`src/rtl/cond_unit_pkg.sv`:
```
// Shared constants for the condition unit: ARM condition encodings,
// flag bit positions inside {N,Z,C,V} and FlagW write-enable bit positions.
package cond_pkg;

  // ARM condition field encodings (Instr[31:28]); 4'b1111 behaves as AL
  localparam logic [3:0] COND_EQ = 4'b0000;
  localparam logic [3:0] COND_NE = 4'b0001;
  localparam logic [3:0] COND_CS = 4'b0010;
  localparam logic [3:0] COND_CC = 4'b0011;
  localparam logic [3:0] COND_MI = 4'b0100;
  localparam logic [3:0] COND_PL = 4'b0101;
  localparam logic [3:0] COND_VS = 4'b0110;
  localparam logic [3:0] COND_VC = 4'b0111;
  localparam logic [3:0] COND_HI = 4'b1000;
  localparam logic [3:0] COND_LS = 4'b1001;
  localparam logic [3:0] COND_GE = 4'b1010;
  localparam logic [3:0] COND_LT = 4'b1011;
  localparam logic [3:0] COND_GT = 4'b1100;
  localparam logic [3:0] COND_LE = 4'b1101;
  localparam logic [3:0] COND_AL = 4'b1110;

  // Bit positions inside the {N,Z,C,V} flag vector
  localparam int FLAG_N = 3;
  localparam int FLAG_Z = 2;
  localparam int FLAG_C = 1;
  localparam int FLAG_V = 0;

  // Bit positions inside FlagW
  localparam int FLAGW_NZ = 1;
  localparam int FLAGW_CV = 0;

endpackage

```
`src/rtl/cond_unit_if.sv`:
```
// Instruction control bundle in, gated write-enables out, each side with
// its own valid/ready pair. master = upstream/downstream environment,
// slave = the condition unit.
interface cond_unit_if;

  // Input bundle
  logic       in_valid;
  logic       in_ready;
  logic [3:0] Cond;
  logic [3:0] ALUFlags;
  logic [1:0] FlagW;
  logic       PCS;
  logic       RegW;
  logic       MemW;
  logic       NoWrite;

  // Registered result
  logic       out_valid;
  logic       out_ready;
  logic       PCSrc;
  logic       RegWrite;
  logic       MemWrite;
  logic       CondEx;

  modport master (
    output in_valid, Cond, ALUFlags, FlagW, PCS, RegW, MemW, NoWrite, out_ready,
    input  in_ready, out_valid, PCSrc, RegWrite, MemWrite, CondEx
  );

  modport slave (
    input  in_valid, Cond, ALUFlags, FlagW, PCS, RegW, MemW, NoWrite, out_ready,
    output in_ready, out_valid, PCSrc, RegWrite, MemWrite, CondEx
  );

endinterface

```
`src/rtl/cond_unit_check.sv`:
```
// Combinational ARM condition evaluator: decides whether an instruction with
// condition field cond executes given the current {N,Z,C,V} flags.
module cond_check
  import cond_pkg::*;
(
  input  logic [3:0] cond,
  input  logic [3:0] flags,
  output logic       condex
);

  logic n, z, c, v;

  assign n = flags[FLAG_N];
  assign z = flags[FLAG_Z];
  assign c = flags[FLAG_C];
  assign v = flags[FLAG_V];

  // Decode the condition field against the flags
  always_comb begin
    // NOTE: default assignment first so no path through the case leaves condex unassigned (no latch).
    condex = 1'b1;
    case (cond)
      COND_EQ: condex = z;
      COND_NE: condex = ~z;
      COND_CS: condex = c;
      COND_CC: condex = ~c;
      COND_MI: condex = n;
      COND_PL: condex = ~n;
      COND_VS: condex = v;
      COND_VC: condex = ~v;
      COND_HI: condex = c & ~z;
      COND_LS: condex = ~c | z;
      COND_GE: condex = (n == v);
      COND_LT: condex = (n != v);
      COND_GT: condex = ~z & (n == v);
      COND_LE: condex = z | (n != v);
      COND_AL: condex = 1'b1;
      default: condex = 1'b1;  // 4'b1111 executes unconditionally
    endcase
  end

endmodule

```
`src/rtl/cond_unit.sv`:
```
// Condition unit: architectural NZCV flag register, condition gating of
// PCS/RegW/MemW, one registered output stage with valid/ready handshake and
// saturating execute/squash debug counters.
module cond_unit
  import cond_pkg::*;
#(
  parameter int         CNT_W    = 16,
  parameter logic [3:0] FLAG_RST = 4'b0000
) (
  input  logic             clk,
  input  logic             reset_n,
  cond_unit_if.slave       bus,
  output logic [3:0]       Flags,
  input  logic             cnt_clr,
  output logic [CNT_W-1:0] exec_cnt,
  output logic [CNT_W-1:0] squash_cnt
);

  logic condex;
  logic accept;
  logic out_valid_q;
  logic pcsrc_q, regwrite_q, memwrite_q, condex_q;
  logic [3:0] flags_q;

  // Condition is evaluated against the flags before this bundle's update,
  // so a bundle naturally sees the flags written by its predecessor.
  cond_check u_check (
    .cond   (bus.Cond),
    .flags  (flags_q),
    .condex (condex)
  );

  assign bus.in_ready = ~out_valid_q | bus.out_ready;
  assign accept       = bus.in_valid & bus.in_ready;

  // Architectural flag register: NZ and CV halves written independently
  always_ff @(posedge clk or negedge reset_n) begin
    if (!reset_n) begin
      // NOTE: sequential state uses non-blocking assignments so all registers update together at the edge.
      flags_q <= FLAG_RST;
    end else if (accept && condex) begin
      if (bus.FlagW[FLAGW_NZ]) flags_q[FLAG_N:FLAG_Z] <= bus.ALUFlags[FLAG_N:FLAG_Z];
      if (bus.FlagW[FLAGW_CV]) flags_q[FLAG_C:FLAG_V] <= bus.ALUFlags[FLAG_C:FLAG_V];
    end
  end

  // Output stage: load gated enables on accept, drop valid once drained
  always_ff @(posedge clk or negedge reset_n) begin
    if (!reset_n) begin
      out_valid_q <= 1'b0;
      pcsrc_q     <= 1'b0;
      regwrite_q  <= 1'b0;
      memwrite_q  <= 1'b0;
      condex_q    <= 1'b0;
    end else if (accept) begin
      out_valid_q <= 1'b1;
      pcsrc_q     <= bus.PCS & condex;
      regwrite_q  <= bus.RegW & ~bus.NoWrite & condex;
      memwrite_q  <= bus.MemW & condex;
      condex_q    <= condex;
    end else if (bus.out_ready) begin
      out_valid_q <= 1'b0;
    end
  end

  // Saturating debug counters; clear takes priority over counting
  always_ff @(posedge clk or negedge reset_n) begin
    if (!reset_n) begin
      exec_cnt   <= '0;
      squash_cnt <= '0;
    end else if (cnt_clr) begin
      exec_cnt   <= '0;
      squash_cnt <= '0;
    end else if (accept) begin
      if (condex && !(&exec_cnt))
        exec_cnt <= exec_cnt + CNT_W'(1);
      if (!condex && !(&squash_cnt))
        squash_cnt <= squash_cnt + CNT_W'(1);
    end
  end

  assign bus.out_valid = out_valid_q;
  assign bus.PCSrc     = pcsrc_q;
  assign bus.RegWrite  = regwrite_q;
  assign bus.MemWrite  = memwrite_q;
  assign bus.CondEx    = condex_q;
  assign Flags         = flags_q;

endmodule

```
`src/flat_wrapper.sv`:
```
// flat-port wrapper written by rule: the top's interface ports become plain ports
module cond_unit_flat import cond_pkg::*;
#(
  parameter int         CNT_W    = 16,
  parameter logic [3:0] FLAG_RST = 4'b0000
)
  (clk, reset_n, Flags, cnt_clr, exec_cnt, squash_cnt, bus_in_valid, bus_Cond, bus_ALUFlags, bus_FlagW, bus_PCS, bus_RegW, bus_MemW, bus_NoWrite, bus_out_ready, bus_in_ready, bus_out_valid, bus_PCSrc, bus_RegWrite, bus_MemWrite, bus_CondEx);
  cond_unit_if bus_i ();
  input  logic clk;
  input  logic reset_n;
  output logic [3:0] Flags;
  input  logic cnt_clr;
  output logic [CNT_W-1:0] exec_cnt;
  output logic [CNT_W-1:0] squash_cnt;
  input wire logic [$bits(bus_i.in_valid)-1:0] bus_in_valid;
  input wire logic [$bits(bus_i.Cond)-1:0] bus_Cond;
  input wire logic [$bits(bus_i.ALUFlags)-1:0] bus_ALUFlags;
  input wire logic [$bits(bus_i.FlagW)-1:0] bus_FlagW;
  input wire logic [$bits(bus_i.PCS)-1:0] bus_PCS;
  input wire logic [$bits(bus_i.RegW)-1:0] bus_RegW;
  input wire logic [$bits(bus_i.MemW)-1:0] bus_MemW;
  input wire logic [$bits(bus_i.NoWrite)-1:0] bus_NoWrite;
  input wire logic [$bits(bus_i.out_ready)-1:0] bus_out_ready;
  output wire logic [$bits(bus_i.in_ready)-1:0] bus_in_ready;
  output wire logic [$bits(bus_i.out_valid)-1:0] bus_out_valid;
  output wire logic [$bits(bus_i.PCSrc)-1:0] bus_PCSrc;
  output wire logic [$bits(bus_i.RegWrite)-1:0] bus_RegWrite;
  output wire logic [$bits(bus_i.MemWrite)-1:0] bus_MemWrite;
  output wire logic [$bits(bus_i.CondEx)-1:0] bus_CondEx;
  assign bus_i.in_valid = bus_in_valid;
  assign bus_i.Cond = bus_Cond;
  assign bus_i.ALUFlags = bus_ALUFlags;
  assign bus_i.FlagW = bus_FlagW;
  assign bus_i.PCS = bus_PCS;
  assign bus_i.RegW = bus_RegW;
  assign bus_i.MemW = bus_MemW;
  assign bus_i.NoWrite = bus_NoWrite;
  assign bus_i.out_ready = bus_out_ready;
  assign bus_in_ready = bus_i.in_ready;
  assign bus_out_valid = bus_i.out_valid;
  assign bus_PCSrc = bus_i.PCSrc;
  assign bus_RegWrite = bus_i.RegWrite;
  assign bus_MemWrite = bus_i.MemWrite;
  assign bus_CondEx = bus_i.CondEx;
  cond_unit #(.CNT_W(CNT_W), .FLAG_RST(FLAG_RST)) u_core (.clk(clk), .reset_n(reset_n), .bus(bus_i), .Flags(Flags), .cnt_clr(cnt_clr), .exec_cnt(exec_cnt), .squash_cnt(squash_cnt));
endmodule
```
`config.mk`:
```
export PLATFORM = sky130hd
export DESIGN_NAME = cond_unit_flat
export DESIGN_NICKNAME = d
export VERILOG_FILES = /design/src/rtl/cond_unit_pkg.sv /design/src/rtl/cond_unit_if.sv /design/src/rtl/cond_unit_check.sv /design/src/rtl/cond_unit.sv /design/src/flat_wrapper.sv
export SDC_FILE = /design/constraint.sdc
export NUM_CORES = 1
export LEC_CHECK = 0
export CAP_MARGIN = 20
export CORE_UTILIZATION = 44
export DETAILED_ROUTE_END_ITERATION = 8
export GPL_ROUTABILITY_DRIVEN = 0
export GPL_TIMING_DRIVEN = 0
export MAX_ROUTING_LAYER = met4
export PLACE_DENSITY = 0.88
export RECOVER_POWER = 50
export SETUP_SLACK_MARGIN = 0.4
export SLEW_MARGIN = 20
export SYNTH_ARGS = -nofsm -noshare
export SYNTH_HDL_FRONTEND = slang
export SYNTH_HIERARCHICAL = 1
export SYNTH_SLANG_ARGS = --single-unit
```
`constraint.sdc`:
```
create_clock -name clk -period 2.6 [get_ports clk]
set_input_delay 0.26 -clock clk [delete_from_list [all_inputs] [get_ports clk]]
set_output_delay 0.26 -clock clk [all_outputs]
set_load 0.03 [all_outputs]
```
==> run metrics, run 1 <==
status=finished with violations; violated checks=setup timing; # diodes=0; number of port buffers=59; Final Critical Period=2.639 ns; number of CTS-inserted buffers=5; clock transition at the registers of the reported paths=0.10 ns; Synth Area in Simple Gates=28.23%; grt ovf=0; detailed-placement wirelength estimate=4.286 mm; Final period util=101.5%; Area Growth Syn to Fin=64.64%; Post-Synth Adder-Cell Area=1.048%; CTS tree=yes; Critical Path RT=2.82 ns; sequential share of the synthesized area=42.95%; met1 usage=35.72%; Startpoint Class=register; Post-Syn Instances=257; CP Cell Sequence=mux2i_2 -> xnor2_1 -> o32ai_2 -> a211o_1 -> buf_6 -> nand2_4 -> or4_4 -> buf_6 -> or4_1 -> a21oi_2; Syn Nets=278; GR Util All Layers=27.76%; Slew @ Worst Pin=0.8479 ns; initial DRC count=264; vias in the first global route=2,379; Max Clk Rate=378.9 MHz; Chip Width=75.68 um; Post-synth EDFFs=0; XOR/XNOR Fraction of Synth Area=1.467%; Tightest Hold Check Type=in -> async; total power=2.224 mW; initial core utilization=46.18%; GRT met3 Usage=4.630%; global-route wire length before repair=11.54 mm; CTS Buffer Depth=2; IO Pins=61; ys flop type=dfrtp_1; routed len/inst=21.05 um; Setup Skew=0.01915 ns; Vias per Instance=6.508; Yosys reg bits=41; Final ANT Viol Nets=0; RSZ-0062 raised after global routing=yes; Critical Path Fanout Max=7; GR Layer Usage met2=43.45%; Leak=1.475 nW; CP max stage delay=0.49 ns; CTS Sinks=41; final worst setup slack=-0.03942 ns; # rows=26; main combinational cell family by area after synthesis=simple AND/OR/NAND/NOR gates; Synth async-reset ratio=100.0%; initial antenna violation count=0; root buffer cell=clkbuf_8; arrival time at the worst endpoint=2.86 ns; area of the die=0.005727 mm2; Final nets=375; share of post-route cells with drive strength above 1=33.24%; Slew Viols, Final=0; Compound-Gate Fraction of Synth Area=15.72%; final count of hold timing violations=0; Vias=2,766; number of H-tree levels=2; DRT Pass-1 Iters=5; Finished Core Util=76.03%; MaxCap Viol Count=0; reg2reg path depth=10; post-synthesis mux area share=7.386%; Syn Area/Cell=9.294 um2; Setup TNS=-0.04286 ns; crit end category=register; PD cells=565.4 mW/mm2; largest net degree at the start of global routing=33; Max VDD drop=0.4592 mV; DR DRC count=0; chip height=75.68 um; Clock Latency Late Sink=0.31 ns; largest area contributor in the synthesized netlist=dfrtp_1; distinct cell type count after synthesis=48; most used cell, CP=buf_6; post-synthesis instance area=0.002389 mm2; final WL=8.945 mm; GR peak layer=met2; Rel. slew slack=43.27%; Slowest-stage cell, CP=or4_1; Syn. warnings=6; share of the synthesized area in the top cell type=42.95%; Final setup viols=2; kind of critical path=reg -> reg; Core Area=0.005172 mm2; leading cell types by total area after synthesis=dfrtp_1 43%, mux2_2 6.1%, a21oi_1 4.0%, nor2b_1 3.9%, o31ai_1 3.8%
## sequential cells by signal, indices dropped and copies added (netlist names)
name                  cells
u_core/exec_cnt          16
u_core/squash_cnt        16
u_core/Flags              4
u_core/bus.CondEx         1
u_core/bus.MemWrite       1
u_core/bus.PCSrc          1
u_core/bus.RegWrite       1
u_core/bus.out_valid      1
## layer usage
metal / part of all wire [%] / up-vias
li1: - / 1169
met1: 38 / 1367
met2: 49 / 185
met3: 8.1 / 45
met4: 4.5 / 0
met5: 0 / -
## path summary, 6_finish.rpt
kind | slack, ns | start | end
max in group asynchronous | 0.89 | reset_n | u_core/Flags[2]$_DFFE_PN0P_
min in group clk | 0.51 | u_core/bus.RegWrite$_DFFE_PN0P_ | u_core/bus.RegWrite$_DFFE_PN0P_
worst max register to register | -0.04 | u_core/Flags[2]$_DFFE_PN0P_ | u_core/exec_cnt[11]$_DFFE_PN0P_
worst min-delay path | 0.44 | reset_n | u_core/squash_cnt[9]$_DFFE_PN0P_
worst max-delay path | -0.04 | u_core/Flags[2]$_DFFE_PN0P_ | u_core/exec_cnt[11]$_DFFE_PN0P_
worst min register to register | 0.51 | u_core/bus.RegWrite$_DFFE_PN0P_ | u_core/bus.RegWrite$_DFFE_PN0P_
## worst max-delay path: cells and delay by family (launching register included)
family                    cells  cell delay (ns)
AOI/OAI and AO/OA             3             0.50
buffers and inverters         2             0.28
xor gates and xnor gates      1             0.10
DFF                           1             0.45
and+or+nand+nor               3             1.02
muxes                         1             0.21
## final cells by class
class / count / area [um2]
Clock buffer: 5 / 68.82
Timing Repair Buffer: 89 / 865.8
Tap cell: 70 / 87.58
Inverter: 7 / 27.53
Clock inverter: 3 / 46.29
Sequential cell: 41 / 1031
Multi-Input combinational cell: 200 / 1738
Fill cell: 290 / 1240
Buffer: 10 / 67.56
## layout by cell type (no fill, tap or decap), types with 8 or more instances in the layout
master and instances:
buf_6 12, nand3_1 10, a21oi_2 8, a21oi_1 11, clkdlybuf4s50_1 49, dfrtp_1 37, nand2_1 19, nor2_1 11
mux2_4 11, nor2b_1 12, buf_4 16, or4_4 8
## where the power goes
part / switching (mW) / internal [mW] / leakage (nW)
sequential: 0.0772 / 0.699 / 0.552
combinational: 0.442 / 0.473 / 0.868
clock: 0.244 / 0.288 / 0.0543
total: 0.763 / 1.46 / 1.48
## kinds of logic (layout without fill, tap and decap cells)
| family | count (synthesis) | count (layout) |
|---|---|---|
| AO/OA/AOI/OAI | 58 | 58 |
| XOR/XNOR | 4 | 4 |
| flip-flops | 41 | 41 |
| AND/OR/NAND/NOR | 119 | 120 |
| adder cells (fa/ha/maj) | 2 | 2 |
| multiplexers | 16 | 16 |
| buffers and inverters | 17 | 114 |
## per-stage QoR
step           std cells  area (um2)  setup slack [ns]  hold WS (ns)
2_1_floorplan        257        2492           0.06681      -0.03559
3_3_place_gp         386        3171           -0.5008        0.4594
3_5_place_dp         387        3186           -0.5775        0.1464
4_1_cts              413        3645         -0.005770        0.3514
5_1_grt              425        3933          -0.09428        0.5267
6_report             425        3933          -0.03942        0.4367
## synth_stat cells, drive strengths merged, types with 3 or more instances
library cell and number:
dfrtp 41, nand2 23, a21oi 19, nor2b 15, nand3 14, mux2 13, nor2 12, o31ai 12
or4 12, nor4 10, o21ai 9, nand4 7, clkbuf 6, inv 6, or3 5, a211oi 4
and3 4, buf 4, nand2b 4, nor3 4, xnor2 4, a31oi 3, mux2i 3
## repair_timing
action / 4_1_cts / 5_1_grt
setup endpoints to repair: 35 / 38
buffers inserted: 16 / 12
gates resized for setup: 44 / 50
hold endpoints to repair: 9 / 0
hold buffers: 1 / 0
cloned: 1 / 0
pin swaps: 21 / 22
Power figures use the tool's default switching activity.
==> run 2: changes to the inputs <==
Settings changed: CTS_CLUSTER_DIAMETER from default to 40, SYNTH_HIERARCHICAL 1 to default.
==> run 2 against run 1 <==
- the flow now finishes without violations
- power fell by 17%
- sequential power fell by 3.7%
- die area fell by 2.5%
- utilization fell by 8.9 points
- register-to-register slack improved by 0.37 ns
- clock skew fell by 0.013 ns
- critical path type unchanged
==> run metrics, run 2 <==
Post-Syn Instances=253; initial DRC count=90; Setup Skew=0.006230 ns; Critical Path RT=2.83 ns; Final ANT Viol Nets=0; MaxCap Viol Count=0; Post-synth EDFFs=0; status=completed; top cells by count, synth=41 x dfrtp_1, 22 x a21oi_1, 17 x o21ai_0, 17 x or3_1, 15 x nand2_1; area of the die=0.005587 mm2; clock transition at the registers of the reported paths=0.08 ns; RSZ-0062 raised after global routing=yes; Yosys reg bits=41; global-route wire length before repair=9.901 mm; root buffer cell=clkbuf_8; Tightest Hold Check Type=in -> async; Chip Width=74.75 um; DRT Pass-1 Iters=5; Clock Latency Late Sink=0.30 ns; initial antenna violation count=0; ys flop type=dfrtp_1; R2R Setup Slk=0.33 ns; count leader, synth=dfrtp_1; Setup TNS=0 ns; chip height=74.75 um; IO Pins=61; Slew Viols, Final=0; Area Growth Syn to Fin=47.34%; final count of hold timing violations=0; CTS Buffer Depth=2; share of the synthesized area in the top cell type=44.06%; routed len/inst=16.90 um; Core Area=0.005107 mm2; Slew @ Worst Pin=0.7844 ns; vias in the first global route=2,277; number of CTS-inserted buffers=5; grt ovf=0; Startpoint Class=register; detailed-placement wirelength estimate=4.210 mm; crit end category=register; number of port buffers=59; CTS Sinks=41; largest area contributor in the synthesized netlist=dfrtp_1; commonest non-fill, non-tap cell in the layout=dfrtp_1; number of H-tree levels=2; Critical R2R Capture=u_core.exec_cnt[6]$_DFFE_PN0P_; # rows=26; RR Startpoint=u_core.Flags[3]$_DFFE_PN0P_; Final Critical Period=2.273 ns; Rel. slew slack=47.70%; kind of critical path=reg -> reg; Syn Area/Cell=9.203 um2; leading cell types by total area after synthesis=dfrtp_1 44%, mux2_2 5.8%, a21oi_1 4.7%, or3_1 4.6%, o21ai_0 3.7%; distinct cell type count after synthesis=45; Final setup viols=0; placed insts=383; final WL=6.829 mm; Synth async-reset ratio=100.0%; Critical Path Fanout Max=6; CTS tree=yes; Syn Nets=274; Syn. warnings=0; PD cells=538.7 mW/mm2; Max VDD drop=0.3972 mV; DR DRC count=0; Vias=2,351; arrival time at the worst endpoint=2.50 ns; reg2reg path depth=8; # diodes=0; GR Util All Layers=23.91%; largest net degree at the start of global routing=32; Post-Layout Cell Count=404; initial core utilization=45.59%; share of post-route cells with drive strength above 1=21.26%; Final period util=87.43%; sequential share of the synthesized area=44.06%; Vias per Instance=5.819; Leak=1.380 nW; post-synthesis instance area=0.002328 mm2; commonest non-fill, non-tap cells in the layout=38 x dfrtp_1, 35 x clkdlybuf4s50_1, 22 x dlygate4sd3_1; Max Clk Rate=439.9 MHz; Final nets=354
## run 2: changes by cell type after synthesis, sizes merged, moves of 4 or more
cell	previous run	this run
nor4	10	1
or3	5	17
nand2	23	15
nor2b	15	10
o31ai	12	7
o21ai	9	17
a211oi	4	0
## run 2: worst max-delay path by stage
stage	start	to	slack, ns	depth (start not counted)
floorplan	u_core.Flags[3]$_DFFE_PN0P_	u_core.exec_cnt[7]$_DFFE_PN0P_	0.37	8
global placement	bus_Cond[2]	u_core.squash_cnt[9]$_DFFE_PN0P_	-0.22	9
detailed placement	bus_Cond[2]	u_core.squash_cnt[9]$_DFFE_PN0P_	-0.20	9
CTS	u_core.Flags[3]$_DFFE_PN0P_	u_core.exec_cnt[14]$_DFFE_PN0P_	0.36	7
global route	u_core.Flags[3]$_DFFE_PN0P_	u_core.exec_cnt[6]$_DFFE_PN0P_	0.24	8
finish	u_core.Flags[3]$_DFFE_PN0P_	u_core.exec_cnt[6]$_DFFE_PN0P_	0.33	8
## run 2: cell type report
class,count,area (um2)
plain buffers,16,117.6
fillers,408,1677
inverters,6,22.52
well taps,70,87.58
clock inverters,2,35.03
multi-input cells,190,1361
repair buffers,73,704.4
flip-flops and latches,41,1030
clock buffers,6,72.57
## run 2: metrics by stage
step	hold slack, ns	worst slack, ns	utilization, %	total power, mW	area, um2
6_report	0.4777	0.3267	67.17	1.848	3431
2_1_floorplan	-0.03559	0.3728	-	1.016	2346
4_1_cts	0.3712	0.3560	64.26	1.776	3282
5_1_grt	0.5219	0.2420	67.17	1.920	3431
3_5_place_dp	0.1551	-0.2049	59.51	1.214	3039
3_3_place_gp	0.4627	-0.2174	59.21	1.197	3024
## run 2: kinds of logic after synthesis
family,after synthesis,share of synthesized area [%]
xor+xnor,2,0.7524
simple gates,112,27.40
compound gates,61,16.01
fa+ha+maj,2,1.075
mux,13,6.233
flops,41,44.06
buf+inv,22,4.460
## run 2: report_power, final
group	switching (mW)	internal, mW	leakage [nW]
clock network	0.231	0.285	0.0552
registers	0.0590	0.688	0.552
logic	0.305	0.280	0.773
## run 2: critical path, cell delays in order (launching register included)
cell	delay (ns)
dfrtp_2	0.47
or4b_4	0.51
o21ai_2	0.08
o2bb2ai_2	0.08
o22a_1	0.25
buf_6	0.16
clkbuf_16	0.15
or3_4	0.36
a21oi_2	0.12
## run 2: what timing repair did
item	4_1_cts	5_1_grt
hold endpoints to repair	10	0
setup endpoints to repair	36	36
setup buffers	4	6
resized for setup	24	26
hold buffers	1	0
pin swaps	9	10
cloned	1	1
## run 2: routing by layer
layer  share of wire, %  GRT usage, %  vias to the layer above
li1                   -             -                     1104
met1                 42         28.80                     1149
met2                 52         38.74                       89
met3                4.8         4.552                        9
met4                1.4         11.11                        0
met5                  0             -                        -
==> run 3: changes to the inputs <==
Settings changed: TNS_END_PERCENT from default to 1.
==> run 3 against run 2 <==
- critical path depth did not move
- wire length shrank 5.9%
- hold slack improved by 0.0044 ns
- via count down 2.8%
- clock skew rose by 0.0025 ns
- flip-flop and latch count unchanged
- combinational power fell by 8.7%
- first-iteration DRC count down 8.9%
- power shrank 2.8%
- cell count shrank 1.5%
- design area decreased by 3.5%
- critical endpoint is now u_core.exec_cnt[0]$_DFFE_PN0P_
==> run metrics, run 3 (synthesis results as in run 2) <==
placed insts=383; Crit. path cell count=8; initial DRC count=82; # rows=26; DR DRC count=0; status=completed; RSZ-0062 raised after global routing=yes; largest net degree at the start of global routing=32; Finished Core Util=64.80%; arrival time at the worst endpoint=2.52 ns; WHS=0.4821 ns; chip height=74.75 um; GR peak layer=met2; Final ANT Viol Nets=0; Tightest Hold Check Type=in -> async; Worst Path Buf+Inv=2; RR Startpoint=u_core.Flags[3]$_DFFE_PN0P_; detailed-placement wirelength estimate=4.210 mm; kind of critical path=reg -> reg; Critical R2R Capture=u_core.exec_cnt[0]$_DFFE_PN0P_; final WL=6.423 mm; global-route wire length before repair=9.853 mm; MaxCap Viol Count=0; PD cells=542.8 mW/mm2; initial antenna violation count=0; Vias=2,284; CTS tree=yes; Max Clk Rate=434.5 MHz; Slew Viols, Final=0; Critical Path RT=2.82 ns; final count of hold timing violations=0; Max VDD drop=0.3965 mV; Final period util=88.51%; number of CTS-inserted buffers=5; R2R Setup Slk=0.30 ns; Clock Latency Late Sink=0.30 ns; share of post-route cells with drive strength above 1=17.07%; Core Area=0.005107 mm2; CP max stage delay=0.52 ns; Critical Path Fanout Max=10; CP Cell Sequence=or4b_4 -> o21ai_2 -> o2bb2ai_2 -> o22a_1 -> buf_6 -> buf_6 -> or3_1 -> a21oi_1; Startpoint Class=register; number of H-tree levels=2; Final nets=348; root buffer cell=clkbuf_8; grt ovf=0; crit end category=register; GR Layer Usage met2=38.54%; GRT met3 Usage=4.819%; # diodes=0; Area Growth Syn to Fin=42.13%; clock transition at the registers of the reported paths=0.09 ns; Vias per Instance=5.739; number of port buffers=59; Rel. slew slack=48.17%; most used cell, CP=buf_6; vias in the first global route=2,273; Setup Skew=0.008707 ns; Leak=1.323 nW; Slowest-stage cell, CP=or4b_4; Post-Layout Cell Count=398; CTS Sinks=41; Slew @ Worst Pin=0.7774 ns; Crit path max-delay family=simple AND/OR/NAND/NOR gates; initial core utilization=45.59%; GR Util All Layers=23.76%; commonest non-fill, non-tap cell in the layout=dfrtp_1; routed len/inst=16.14 um; met1 usage=28.46%; reg2reg path depth=8; commonest non-fill, non-tap cells in the layout=38 x dfrtp_1, 35 x clkdlybuf4s50_1, 22 x dlygate4sd3_1; Final setup viols=0; area of the die=0.005587 mm2; IO Pins=61; Final Critical Period=2.301 ns; DRT Pass-1 Iters=6; CTS Buffer Depth=2; Chip Width=74.75 um
## run 3: changes by cell type in the layout (fill, tap and decap cells not counted), moves of 2 or more
| cell | previous run | this run |
|---|---|---|
| buf_2 | 1 | 3 |
| or3_1 | 13 | 16 |
| or3_4 | 4 | 1 |
| a21oi_2 | 7 | 5 |
| buf_4 | 13 | 6 |
| a21oi_1 | 15 | 17 |
## run 3: power by group
group | total (mW) | switching [mW] | internal (mW)
Clock | 0.517 | 0.231 | 0.285
Sequential | 0.746 | 0.0588 | 0.688
Combinational | 0.534 | 0.289 | 0.244
## run 3: how the worst max path moves through the flow
stage                           startpoint                          endpoint  slack [ns]
2_1_floorplan  u_core.Flags[3]$_DFFE_PN0P_    u_core.exec_cnt[7]$_DFFE_PN0P_        0.37
3_3_place_gp                   bus_Cond[2]  u_core.squash_cnt[9]$_DFFE_PN0P_       -0.22
3_5_place_dp                   bus_Cond[2]  u_core.squash_cnt[9]$_DFFE_PN0P_       -0.20
4_1_cts        u_core.Flags[3]$_DFFE_PN0P_   u_core.exec_cnt[14]$_DFFE_PN0P_        0.36
5_1_grt        u_core.Flags[3]$_DFFE_PN0P_    u_core.exec_cnt[6]$_DFFE_PN0P_        0.19
6_report       u_core.Flags[3]$_DFFE_PN0P_    u_core.exec_cnt[0]$_DFFE_PN0P_        0.30
## run 3: cell type report
class                   instances  area, um2
plain buffers                  16      107.6
clock buffers                   6      72.57
clock inverters                 2      35.03
fillers                       433       1798
inverters                       6      22.52
multi-input cells             190       1315
flip-flops and latches         41       1030
well taps                      70      87.58
repair buffers                 67      639.4
## run 3: repair_timing
action | in CTS | in global routing
gates cloned | 1 | 0
setup buffers | 4 | 1
pin swaps | 9 | 3
hold endpoints to repair | 10 | 0
resized for setup | 21 | 12
endpoints found under the setup margin | 36 | 36
hold buffers | 1 | 0
## run 3: worst reg2reg max path: cells and delay by family, from the launching register on
| kind | cells | cell delay (ns) |
|---|---|---|
| compound gates | 4 | 0.58 |
| buf+inv | 2 | 0.29 |
| flops | 1 | 0.48 |
| simple gates | 2 | 0.88 |
## run 3: metrics by stage
step                setup TNS (ns)  cell area, um2  worst slack, ns  power, mW
finish                           0            3309           0.2987      1.797
global route                     0            3309           0.1936      1.869
CTS                              0            3269           0.3560      1.774
detailed placement          -3.379            3039          -0.2049      1.214
global placement            -2.531            3024          -0.2174      1.197
floorplan                        0            2346           0.3728      1.016
## run 3: layer usage
layer | vias to the layer above | share of wire, % | wire length (um)
li1 | 1089 | - | -
met4 | 0 | 2.1 | 136
met3 | 12 | 5.2 | 331
met2 | 84 | 51 | 3302
met1 | 1099 | 41 | 2654
met5 | - | 0 | 0
